File: config.mk
export PLATFORM = sky130hd
export DESIGN_NAME = coherence_directory
export DESIGN_NICKNAME = d
export VERILOG_FILES = /design/src/rtl/coherence_pkg.sv /design/src/rtl/rr_arbiter.sv /design/src/rtl/coherence_directory.sv
export SDC_FILE = /design/constraint.sdc
export NUM_CORES = 1
export LEC_CHECK = 0
export ABC_AREA = 1
export CORE_ASPECT_RATIO = 1.25
export CORE_MARGIN = 8
export CORE_UTILIZATION = 35
export CTS_CLUSTER_DIAMETER = 200
export DETAILED_ROUTE_END_ITERATION = 10
export SYNTH_ARGS = -nofsm -noshare
export SYNTH_HDL_FRONTEND = slang
export SYNTH_SLANG_ARGS = --single-unit
File: constraint.sdc
create_clock -name clk -period 6.2 [get_ports clk]
set_clock_uncertainty 0.15 [all_clocks]
set_input_delay 1.24 -clock clk [delete_from_list [all_inputs] [get_ports clk]]
set_output_delay 1.24 -clock clk [all_outputs]
set_load 0.005 [all_outputs]
File: src/rtl/coherence_pkg.sv
// Shared types for the MSI coherence directory: directory line state,
// request/snoop opcodes and the controller FSM encoding.
package coherence_pkg;

   typedef enum logic [1:0] {
      DIR_I = 2'd0,
      DIR_S = 2'd1,
      DIR_M = 2'd2
   } dir_state_e;

   typedef enum logic [1:0] {
      OP_GETS = 2'b00,
      OP_GETM = 2'b01,
      OP_PUTM = 2'b10,
      OP_RSVD = 2'b11
   } req_op_e;

   typedef enum logic {
      SNP_INV   = 1'b0,
      SNP_FETCH = 1'b1
   } snoop_op_e;

   typedef enum logic [2:0] {
      ST_IDLE,
      ST_LOOKUP,
      ST_SNOOP,
      ST_MEMRD,
      ST_MEMWR,
      ST_RESP
   } fsm_state_e;

endpackage

File: src/rtl/rr_arbiter.sv
// Rotating-priority arbiter: the search starts at ptr, which moves to the
// core after the winner whenever a grant is taken.
module rr_arbiter #(
   parameter int N = 4
) (
   input  logic                 clk,
   input  logic                 rst,
   input  logic [N-1:0]         req,
   input  logic                 advance,
   output logic [N-1:0]         grant,
   output logic [$clog2(N)-1:0] grantIdx
);
   localparam int PW = $clog2(N);

   logic [PW-1:0] ptr;
   logic [PW:0]   cand;
   logic          found;

   // first requester at or after ptr, wrapping modulo N
   always_comb begin
      grant    = '0;
      grantIdx = '0;
      found    = 1'b0;
      cand     = '0;
      for (int i = 0; i < N; i++) begin
         cand = {1'b0, ptr} + (PW+1)'(i);
         if (cand >= (PW+1)'(N)) cand = cand - (PW+1)'(N);
         if (!found && req[cand[PW-1:0]]) begin
            found                 = 1'b1;
            grant[cand[PW-1:0]]   = 1'b1;
            grantIdx              = cand[PW-1:0];
         end
      end
   end

   // priority pointer moves past the core that just won
   always_ff @(posedge clk or posedge rst) begin
      if (rst)          ptr <= '0;
      else if (advance) ptr <= (grantIdx == PW'(N-1)) ? '0 : grantIdx + PW'(1);
   end

endmodule

File: src/rtl/coherence_directory.sv
// Full-map MSI directory controller for NUM_CORES private L1s.
// One request is in flight at a time: grant, lookup, optional snoop,
// optional memory access, then respond and update the entry.
// Optional: define COHDIR_STATS_EN to add request / snoop counters.
module coherence_directory
   import coherence_pkg::*;
#(
   parameter int NUM_CORES = 4,
   parameter int LINE_AW   = 4,
   parameter int DATA_W    = 8
) (
   input  logic                          clk,
   input  logic                          rst,
   input  logic [NUM_CORES-1:0]          req_valid,
   output logic [NUM_CORES-1:0]          req_ready,
   input  logic [2*NUM_CORES-1:0]        req_op,
   input  logic [NUM_CORES*LINE_AW-1:0]  req_addr,
   input  logic [NUM_CORES*DATA_W-1:0]   req_data,
   output logic [NUM_CORES-1:0]          resp_valid,
   output logic [DATA_W-1:0]             resp_data,
   output logic [NUM_CORES-1:0]          snoop_valid,
   output logic                          snoop_op,
   output logic [LINE_AW-1:0]            snoop_addr,
   input  logic [NUM_CORES-1:0]          snoop_ack,
   input  logic [NUM_CORES*DATA_W-1:0]   snoop_data,
   output logic                          mem_req_valid,
   output logic                          mem_we,
   output logic [LINE_AW-1:0]            mem_addr,
   output logic [DATA_W-1:0]             mem_wdata,
   input  logic                          mem_ready,
   input  logic                          mem_rvalid,
   input  logic [DATA_W-1:0]             mem_rdata
`ifdef COHDIR_STATS_EN
   ,
   output logic [31:0]                   stat_req_cnt,
   output logic [31:0]                   stat_inval_cnt
`endif
);
   localparam int CW    = $clog2(NUM_CORES);
   localparam int LINES = 1 << LINE_AW;

   fsm_state_e             state, nextState, afterSnoop, planNext, planAfter;
   dir_state_e             dirState [LINES];
   logic [NUM_CORES-1:0]   dirSharers [LINES];
   dir_state_e             entState, updState, planSt;
   logic [NUM_CORES-1:0]   entSharers, updSharers, planSh, planSnoop;
   logic [NUM_CORES-1:0]   grant, reqBit, invTargets, snoopPend;
   logic [CW-1:0]          grantIdx, curCore;
   logic [1:0]             grantOp;
   req_op_e                curOp;
   logic [LINE_AW-1:0]     curAddr;
   logic [DATA_W-1:0]      curData, lineData;
   logic                   snoopFetch, memIssued, updEn, planUpd, planFetch, ownerOther, grantTaken;

   assign grantTaken = (state == ST_IDLE) && (|req_valid);
   assign grantOp    = req_op[{grantIdx, 1'b0} +: 2];
   assign reqBit     = NUM_CORES'(1) << curCore;
   assign entState   = dirState[curAddr];
   assign entSharers = dirSharers[curAddr];
   assign ownerOther = (entState == DIR_M) && (entSharers != reqBit);
   assign invTargets = entSharers & ~reqBit;

   rr_arbiter #(.N(NUM_CORES)) uArb (
      .clk      (clk),
      .rst      (rst),
      .req      (req_valid),
      .advance  (grantTaken),
      .grant    (grant),
      .grantIdx (grantIdx)
   );

   // decide the transaction path and the final entry value from the lookup
   always_comb begin
      planNext  = ST_MEMRD;
      planAfter = ST_MEMRD;
      planSnoop = '0;
      planFetch = 1'b0;
      planUpd   = 1'b1;
      planSt    = entState;
      planSh    = entSharers;
      case (curOp)
         OP_GETM: begin
            planSt = DIR_M;
            planSh = reqBit;
            if (ownerOther) begin
               planNext  = ST_SNOOP;
               planSnoop = entSharers;
               planFetch = 1'b1;
               planAfter = ST_RESP;
            end else if (entState == DIR_S && invTargets != '0) begin
               planNext  = ST_SNOOP;
               planSnoop = invTargets;
            end
         end
         OP_PUTM: begin
            if (entState == DIR_M && !ownerOther) begin
               planNext = ST_MEMWR;
               planSt   = DIR_I;
               planSh   = '0;
            end else begin
               planNext = ST_RESP;
               planUpd  = 1'b0;
            end
         end
         default: begin
            if (ownerOther) begin
               // owner's dirty data goes back to memory and to the reader
               planNext  = ST_SNOOP;
               planSnoop = entSharers;
               planFetch = 1'b1;
               planAfter = ST_MEMWR;
               planSt    = DIR_S;
               planSh    = entSharers | reqBit;
            end else if (entState == DIR_M) begin
               planUpd = 1'b0;
            end else begin
               planSt = DIR_S;
               planSh = entSharers | reqBit;
            end
         end
      endcase
   end

   // controller state register
   always_ff @(posedge clk or posedge rst) begin
      if (rst) state <= ST_IDLE;
      else     state <= nextState;
   end

   // next state and handshake outputs
   always_comb begin
      nextState     = state;
      req_ready     = '0;
      resp_valid    = '0;
      snoop_valid   = '0;
      mem_req_valid = 1'b0;
      case (state)
         ST_IDLE: if (|req_valid) begin
            req_ready = grant;
            nextState = ST_LOOKUP;
         end
         ST_LOOKUP: nextState = planNext;
         ST_SNOOP: begin
            snoop_valid = snoopPend;
            if ((snoopPend & ~snoop_ack) == '0) nextState = afterSnoop;
         end
         ST_MEMRD: begin
            mem_req_valid = !memIssued;
            if (memIssued && mem_rvalid) nextState = ST_RESP;
         end
         ST_MEMWR: begin
            mem_req_valid = 1'b1;
            if (mem_ready) nextState = ST_RESP;
         end
         ST_RESP: begin
            resp_valid = reqBit;
            nextState  = ST_IDLE;
         end
         default: nextState = ST_IDLE;
      endcase
   end

   assign snoop_op   = snoopFetch;
   assign snoop_addr = curAddr;
   assign mem_we     = (state == ST_MEMWR);
   assign mem_addr   = curAddr;
   assign mem_wdata  = (curOp == OP_PUTM) ? curData : lineData;
   assign resp_data  = (state == ST_RESP) ? lineData : '0;

   // request latch, snoop tracking, memory handshake and directory update
   always_ff @(posedge clk or posedge rst) begin
      if (rst) begin
         curCore    <= '0;
         curOp      <= OP_GETS;
         curAddr    <= '0;
         curData    <= '0;
         lineData   <= '0;
         snoopPend  <= '0;
         snoopFetch <= 1'b0;
         afterSnoop <= ST_MEMRD;
         memIssued  <= 1'b0;
         updEn      <= 1'b0;
         updState   <= DIR_I;
         updSharers <= '0;
         for (int i = 0; i < LINES; i++) begin
            dirState[i]   <= DIR_I;
            dirSharers[i] <= '0;
         end
      end else begin
         case (state)
            ST_IDLE: if (|req_valid) begin
               curCore <= grantIdx;
               curOp   <= (grantOp == 2'b11) ? OP_GETS : req_op_e'(grantOp);
               curAddr <= req_addr[int'(grantIdx)*LINE_AW +: LINE_AW];
               curData <= req_data[int'(grantIdx)*DATA_W +: DATA_W];
            end
            ST_LOOKUP: begin
               snoopPend  <= planSnoop;
               snoopFetch <= planFetch;
               afterSnoop <= planAfter;
               updEn      <= planUpd;
               updState   <= planSt;
               updSharers <= planSh;
               lineData   <= '0;
               memIssued  <= 1'b0;
            end
            ST_SNOOP: begin
               snoopPend <= snoopPend & ~snoop_ack;
               for (int c = 0; c < NUM_CORES; c++)
                  if (snoopFetch && snoopPend[c] && snoop_ack[c])
                     lineData <= snoop_data[c*DATA_W +: DATA_W];
            end
            ST_MEMRD: begin
               if (!memIssued && mem_ready) memIssued <= 1'b1;
               if (memIssued && mem_rvalid) lineData <= mem_rdata;
            end
            ST_RESP: if (updEn) begin
               dirState[curAddr]   <= updState;
               dirSharers[curAddr] <= updSharers;
            end
            default: ;
         endcase
      end
   end

`ifdef COHDIR_STATS_EN
   logic [32:0] reqSum, invSum;
   assign reqSum = {1'b0, stat_req_cnt} + 33'd1;
   assign invSum = {1'b0, stat_inval_cnt} + 33'($countones(planSnoop));

   // saturating counts of accepted requests and per-core snoops issued
   always_ff @(posedge clk or posedge rst) begin
      if (rst) begin
         stat_req_cnt   <= '0;
         stat_inval_cnt <= '0;
      end else begin
         if (grantTaken)          stat_req_cnt   <= reqSum[32] ? '1 : reqSum[31:0];
         if (state == ST_LOOKUP)  stat_inval_cnt <= invSum[32] ? '1 : invSum[31:0];
      end
   end
`endif

endmodule
==> impl_metrics.json, run 1 <==
{
  "worstHoldPathCells": 2,
  "p_seq_share_pct": 28.4,
  "placed_cells": 1551,
  "io_buffers": 146,
  "cts_resized": 0,
  "seq_area_frac_synth_pct": 42.4,
  "yosysWarningCount": 0,
  "critPathSlowestCell": "clkdlybuf4s50_1",
  "grt_pass1_vias": 7944,
  "hold_viol": 0,
  "drive_gt1_share_pct": 5.66,
  "maxSlewHeadroom_pct": 24.4,
  "synthDistinctLibCells": 44,
  "synth_seq_cells": 141,
  "insertion_delay_ps": 420,
  "start_kind": "primary input",
  "start_util_pct": 35.3,
  "synthesis.nets": 1291,
  "nFillCells": 2402,
  "fp.dieW_um": 154,
  "holdCritPathClass": "register to register",
  "diodes": 0,
  "place_congestion": 0.834,
  "drc": 0,
  "design.core.area_um2": 23600,
  "power.leakage_nw": 5.06,
  "vias": 7738,
  "rows": 63,
  "tightest_slew_ps": 1130,
  "syn_avg_cell_area_um2": 7.15,
  "powerDensity_nw_per_um2": 488,
  "cp.arrival_ps": 3260,
  "slowest_delay_ps": 490,
  "io_pins": 147,
  "firstDrtPassIters": 5,
  "htreeDepth": 4,
  "syn_area_um2": 8330,
  "rsz0062_at_grt": "no",
  "status": "complete, no violations",
  "final_common_cell": "nand2_1",
  "grt_usage_pct": 17.2,
  "pwr-share-comb_pct": 51.8,
  "grt_overflow": 0,
  "hp-start": "dirSharers[56]",
  "wl_mm": 24.2,
  "post-route-cell-area_um2": 10500,
  "whs_ps": 333,
  "wl_per_cell_um": 15.3,
  "drtAntennaViolNets": 0,
  "maxCapViolCount": 0,
  "grt_pass1_wl_mm": 40.5,
  "synth_edf_count": 0,
  "cts_made_buffers": 17,
  "clock-sinks": 141,
  "swShare_pct": 45.5,
  "finalPower_mw": 5.12,
  "hpwl_mm": 17.9,
  "cts.hold.buffers_added": 0,
  "crit_type": "primary input to primary output",
  "nNetsFinal": 1405,
  "cts_tree": "built",
  "slew_viol_final": 0,
  "switching_power_mw": 2.33,
  "timing.rr.end": "updSharers[1]",
  "area_growth_pct": 26.1,
  "cts_buffer_depth": 2,
  "vias_per_cell": 4.89,
  "final_cell_mix": "nand2_1, clkdlybuf4s50_1, dfrtp_1",
  "postSynthCellCount": 1164,
  "drtIter0Drc": 357,
  "p_int_mw": 2.79,
  "r2r-start": "mem_addr[1]",
  "die-area_um2": 29000,
  "fin_crit_ps": 4650,
  "cts_setup_buffers": 0,
  "clk_pin_slew_ps": 50,
  "critical_path_required_ps": 4810,
  "finalCritPeriodShare_pct": 75.0,
  "max_freq_mhz": 215,
  "whs_endpoint": "dirSharers[56]",
  "finalSetupTns_ps": 0,
  "place_area_um2": 9910,
  "synthArstFlopShare_pct": 100,
  "grt_max_degree": 97,
  "critPathMaxFanout": 6,
  "antenna_found_initial": 0,
  "stdcell_count": 1582,
  "end_kind": "primary output",
  "peakVddDrop_mv": 0.425,
  "setup_viol": 0,
  "ctsRootBufferMaster": "clkbuf_16",
  "regToRegSetupSlack_ps": 2070,
  "ys.flop_type": "dfrtp_1",
  "cp_cell_sequence": "clkdlybuf4s50_1, nand2_1, o21ai_1, nand2_2, nand2_4, nor2_1, inv_1, o22ai_1, a21oi_1, o21ai_0, nand2_1, inv_1, clkdlybuf4s50_1",
  "p_clk_share_pct": 19.9,
  "fp.dieH_um": 188,
  "rr_worst_depth": 18
}
[per-stage QoR]
stage | worst slack [ps] | utilization (%)
after floorplan | 1030 | -
after global placement | 1610 | 42.1
after detailed placement | 1570 | 42.1
after CTS | 1570 | 44.5
after global routing | 1320 | 44.5
final | 1550 | 44.5
[synthesized netlist by cell type, types with 2 or more instances]
| cell | instances | area [um^2] |
|---|---|---|
| dfstp_2 | 2 | 52.6 |
| nor2_4 | 3 | 33.8 |
| o21ai_1 | 13 | 65.1 |
| inv_2 | 3 | 11.3 |
| nand3b_1 | 3 | 22.5 |
| a22oi_1 | 37 | 278 |
| clkbuf_1 | 30 | 113 |
| nand2_1 | 446 | 1670 |
| nand2_4 | 3 | 33.8 |
| nand2_2 | 6 | 37.5 |
| dfrtp_1 | 139 | 3480 |
| o22ai_1 | 7 | 43.8 |
| buf_4 | 9 | 67.6 |
| ha_1 | 19 | 238 |
| buf_6 | 4 | 45.0 |
| nor2_1 | 59 | 221 |
| nand3_1 | 48 | 240 |
| nor3_2 | 2 | 20.0 |
| nor3_1 | 4 | 20.0 |
| nor2_2 | 4 | 25.0 |
| nand3_2 | 2 | 20.0 |
| o211ai_1 | 8 | 60.1 |
| o21a_1 | 2 | 15.0 |
| inv_1 | 106 | 398 |
| o21ai_0 | 119 | 596 |
| a21oi_1 | 35 | 175 |
| or2_2 | 6 | 37.5 |
| nor4_1 | 3 | 18.8 |
| nand4_1 | 5 | 31.3 |
| buf_2 | 15 | 75.1 |
| or2_0 | 9 | 56.3 |
[how the worst max path moves through the flow]
stage               endpoint  slack (ps)  depth (start not counted)          from
2_1_floorplan  afterSnoop[2]        1030                          1           rst
3_3_place_gp    req_ready[2]        1610                         13  req_valid[3]
3_5_place_dp    req_ready[0]        1570                         13  req_valid[3]
4_1_cts         req_ready[2]        1570                         13  req_valid[3]
5_1_grt         req_ready[2]        1320                         12  req_valid[2]
6_report        req_ready[2]        1550                         13  req_valid[3]
[power by group through the flow]
stage	Clock (mW)	Sequential, mW	Combinational, mW
6_report	1.02	1.45	2.65
3_3_place_gp	0	1.46	2.64
5_1_grt	1.07	1.49	3.04
4_1_cts	1.04	1.45	2.67
2_1_floorplan	0	1.38	1.98
3_5_place_dp	0	1.46	2.66
[state kept, by name, indices dropped and copies added (netlist names)]
register / cells
curOp: 2
uArb.ptr: 2
state: 3
curCore: 2
snoop_op: 1
updState: 2
mem_addr: 4
afterSnoop: 3
memIssued: 1
updEn: 1
lineData: 8
dirState: 32
dirSharers: 64
updSharers: 4
curData: 8
snoopPend: 4
[routing by layer]
metal	global-route usage, %	routed length [um]	part of all wire [%]
met5	0	0	0
met2	29.1	11700	48
met4	5.25	486	2.0
met3	6.23	1860	7.7
met1	19.9	10200	42
[critical path, delay by kind of cell]
family | cells | cell delay (ps)
buffers and inverters | 4 | 1100
and+or+nand+nor | 5 | 520
AOI/OAI and AO/OA | 4 | 390
[logic make-up after synthesis]
logic type                 synth area share, %
buffers and inverters                     8.64
adders and majority gates                 2.86
AOI/OAI and AO/OA                         16.0
and+or+nand+nor                           30.1
DFF                                       42.4
[final cells by class]
| class | count | area, um^2 | area share (%) |
|---|---|---|---|
| clock buffer | 24 | 502 | 4.78 |
| clock inverter | 7 | 85.1 | 0.810 |
| inverter | 111 | 424 | 4.04 |
| multi-input combinational | 854 | 4080 | 38.8 |
| sequential | 141 | 3530 | 33.6 |
| tap | 292 | 365 | 3.48 |
| timing repair buffer | 153 | 1510 | 14.4 |
Note: power is estimated with default switching activity, not from simulation.
==> run 2: changes to the inputs <==
==> constraint.sdc (replaced) <==
create_clock -name clk -period 4.11 [get_ports clk]
set_clock_uncertainty 0.15 [all_clocks]
set_input_delay 0.822 -clock clk [delete_from_list [all_inputs] [get_ports clk]]
set_output_delay 0.822 -clock clk [all_outputs]
set_load 0.005 [all_outputs]
==> run 2 against run 1 <==
Compared with the run above:
- power increased by 56%
- sequential share of layout area decreased by 0.58 points
- worst hold slack improved by 0.79 ps
- final cell count increased by 1.0%
- global-route usage increased by 0.68 points
- non-clock buffer count increased by 15
- sequential power increased by 50%
- design area increased by 1.8%
- sequential cell count unchanged
- clock-buffer cell count decreased by 5
- die area unchanged
- critical path type unchanged
- highest routed layer unchanged
==> impl_metrics.json, run 2 (same netlist as run 1, synthesis figures left out) <==
{
  "firstDrtPassIters": 5,
  "cp-startpoint": "req_valid[2]",
  "fin_crit_ps": 3780,
  "peakVddDrop_mv": 0.396,
  "io_buffers": 146,
  "cp_cell_sequence": "clkdlybuf4s50_1, inv_1, o21ai_1, inv_1, o21ai_1, nand2_2, inv_1, a21oi_1, o21ai_0, nand2_1, inv_1, clkdlybuf4s50_1",
  "cp_top_family": "buffers and inverters",
  "wl_mm": 25.0,
  "grt_max_degree": 74,
  "design.core.area_um2": 23600,
  "status": "complete, no violations",
  "grt_overflow": 0,
  "htreeDepth": 4,
  "place_area_um2": 10000,
  "hold_viol": 0,
  "grt_pass1_vias": 8017,
  "cts_setup_buffers": 0,
  "post-route-util_pct": 45.4,
  "drtAntennaViolNets": 0,
  "finalCritPeriodShare_pct": 92.1,
  "crit_path_frequent_cell": "inv_1",
  "power.leakage_nw": 5.15,
  "critPathMaxFanout": 4,
  "final_common_cell": "nand2_1",
  "cts_made_buffers": 17,
  "rsz0062_at_grt": "no",
  "hp-start": "dirState[14]",
  "final_cell_mix": "nand2_1, clkdlybuf4s50_1, dfrtp_1",
  "tightest_slew_ps": 707,
  "cp.arrival_ps": 2810,
  "nFillCells": 2405,
  "regArea_um2": 3530,
  "multiInputGateArea_um2": 4080,
  "clk_pin_slew_ps": 60,
  "insertion_delay_ps": 420,
  "top_regs": "dirSharers x64, dirState x32",
  "critical_path_required_ps": 3140,
  "crit_type": "primary input to primary output",
  "clock-sinks": 141,
  "cts_buffer_depth": 2,
  "r2r-start": "mem_addr[0]",
  "place_congestion": 0.821,
  "diodes": 0,
  "grt_pass1_wl_mm": 41.5,
  "antenna_found_initial": 0,
  "drive_gt1_share_pct": 7.12,
  "io_pins": 147,
  "area_growth_pct": 28.4,
  "vias_per_cell": 4.89,
  "fp.dieW_um": 154,
  "drc": 0,
  "slew_viol_final": 0,
  "drtIter0Drc": 500,
  "wl_per_cell_um": 15.6,
  "finalPower_mw": 7.99,
  "largest_register": "dirSharers",
  "start_util_pct": 35.3,
  "critPathSlowestCell": "clkdlybuf4s50_1",
  "critPathBufInv": 6,
  "post-route-cell-area_um2": 10700,
  "die-area_um2": 29000,
  "maxSlewHeadroom_pct": 52.7,
  "maxCapViolCount": 0,
  "fp.dieH_um": 188,
  "grt_usage_pct": 17.9,
  "end_kind": "primary output",
  "holdCritPathClass": "register to register",
  "hpwl_mm": 18.6,
  "max_freq_mhz": 264,
  "setup_viol": 0,
  "nNetsFinal": 1420,
  "slowest_delay_ps": 500,
  "cts_tree": "built",
  "finalSetupTns_ps": 0,
  "powerDensity_nw_per_um2": 747,
  "vias": 7810,
  "ctsRootBufferMaster": "clkbuf_16",
  "start_kind": "primary input",
  "rows": 63,
  "largest_register_ff_count": 64
}
==> run 2: final timing paths <==
check / endpoint / slack, ps / depth (start not counted)
setup / recovery: req_ready[3] / 330 / 12
hold / removal: dirState[14] / 330 / 2
setup reg to reg: updSharers[1] / 640 / 16
hold reg to reg: dirState[14] / 330 / 2
max in group asynchronous: uArb.ptr[1] / 2410 / 3
min in group asynchronous: dirSharers[43] / 640 / 2
==> run 2: repair_timing <==
action,4_1_cts,5_1_grt
resized for setup,0,2
setup endpoints to repair,0,3
hold buffers,0,0
==> run 2: per-layer routing <==
layer / vias up / GRT usage, % / wire (um)
li1: 3991 / - / -
met1: 3567 / 20.3 / 10600
met2: 216 / 30.8 / 12100
met3: 36 / 6.23 / 1700
met4: 0 / 5.78 / 591
met5: - / 0 / 0
==> run 2: stage by stage <==
stage	setup WS [ps]	instances	hold WS (ps)
final	326	1598	334
after global routing	100	1598	349
after CTS	164	1598	338
after floorplan	1060	1164	299
after detailed placement	307	1566	320
after global placement	348	1566	317
==> run 2: worst register-to-register path, cell delays in order (launching register included) <==
cell and delay, ps:
dfrtp_1 590, nor2_2 180, buf_4 210, a22oi_1 190
nand2_1 70, nand2_1 80, nand2_1 60, nor2_1 290
ha_1 300, nor4_1 340, buf_4 190, nand3_2 170
nor2_2 210, inv_1 80, nor2_1 90, nor2_1 50
a21boi_1 130
==> run 2: area by class of cell <==
type	instances	share of cell area, %
flip-flops and latches	141	33.1
well taps	292	3.42
multi-input cells	854	38.1
clock buffers	19	4.24
clock inverters	13	1.76
repair buffers	168	15.4
inverters	111	3.96
==> run 2: power breakdown <==
| group | switching [mW] | internal, mW | leakage [nW] |
|---|---|---|---|
| Sequential | 0.334 | 1.85 | 1.88 |
| Combinational | 2.66 | 1.47 | 2.97 |
| Clock | 0.622 | 1.05 | 0.306 |
| Total | 3.61 | 4.38 | 5.15 |
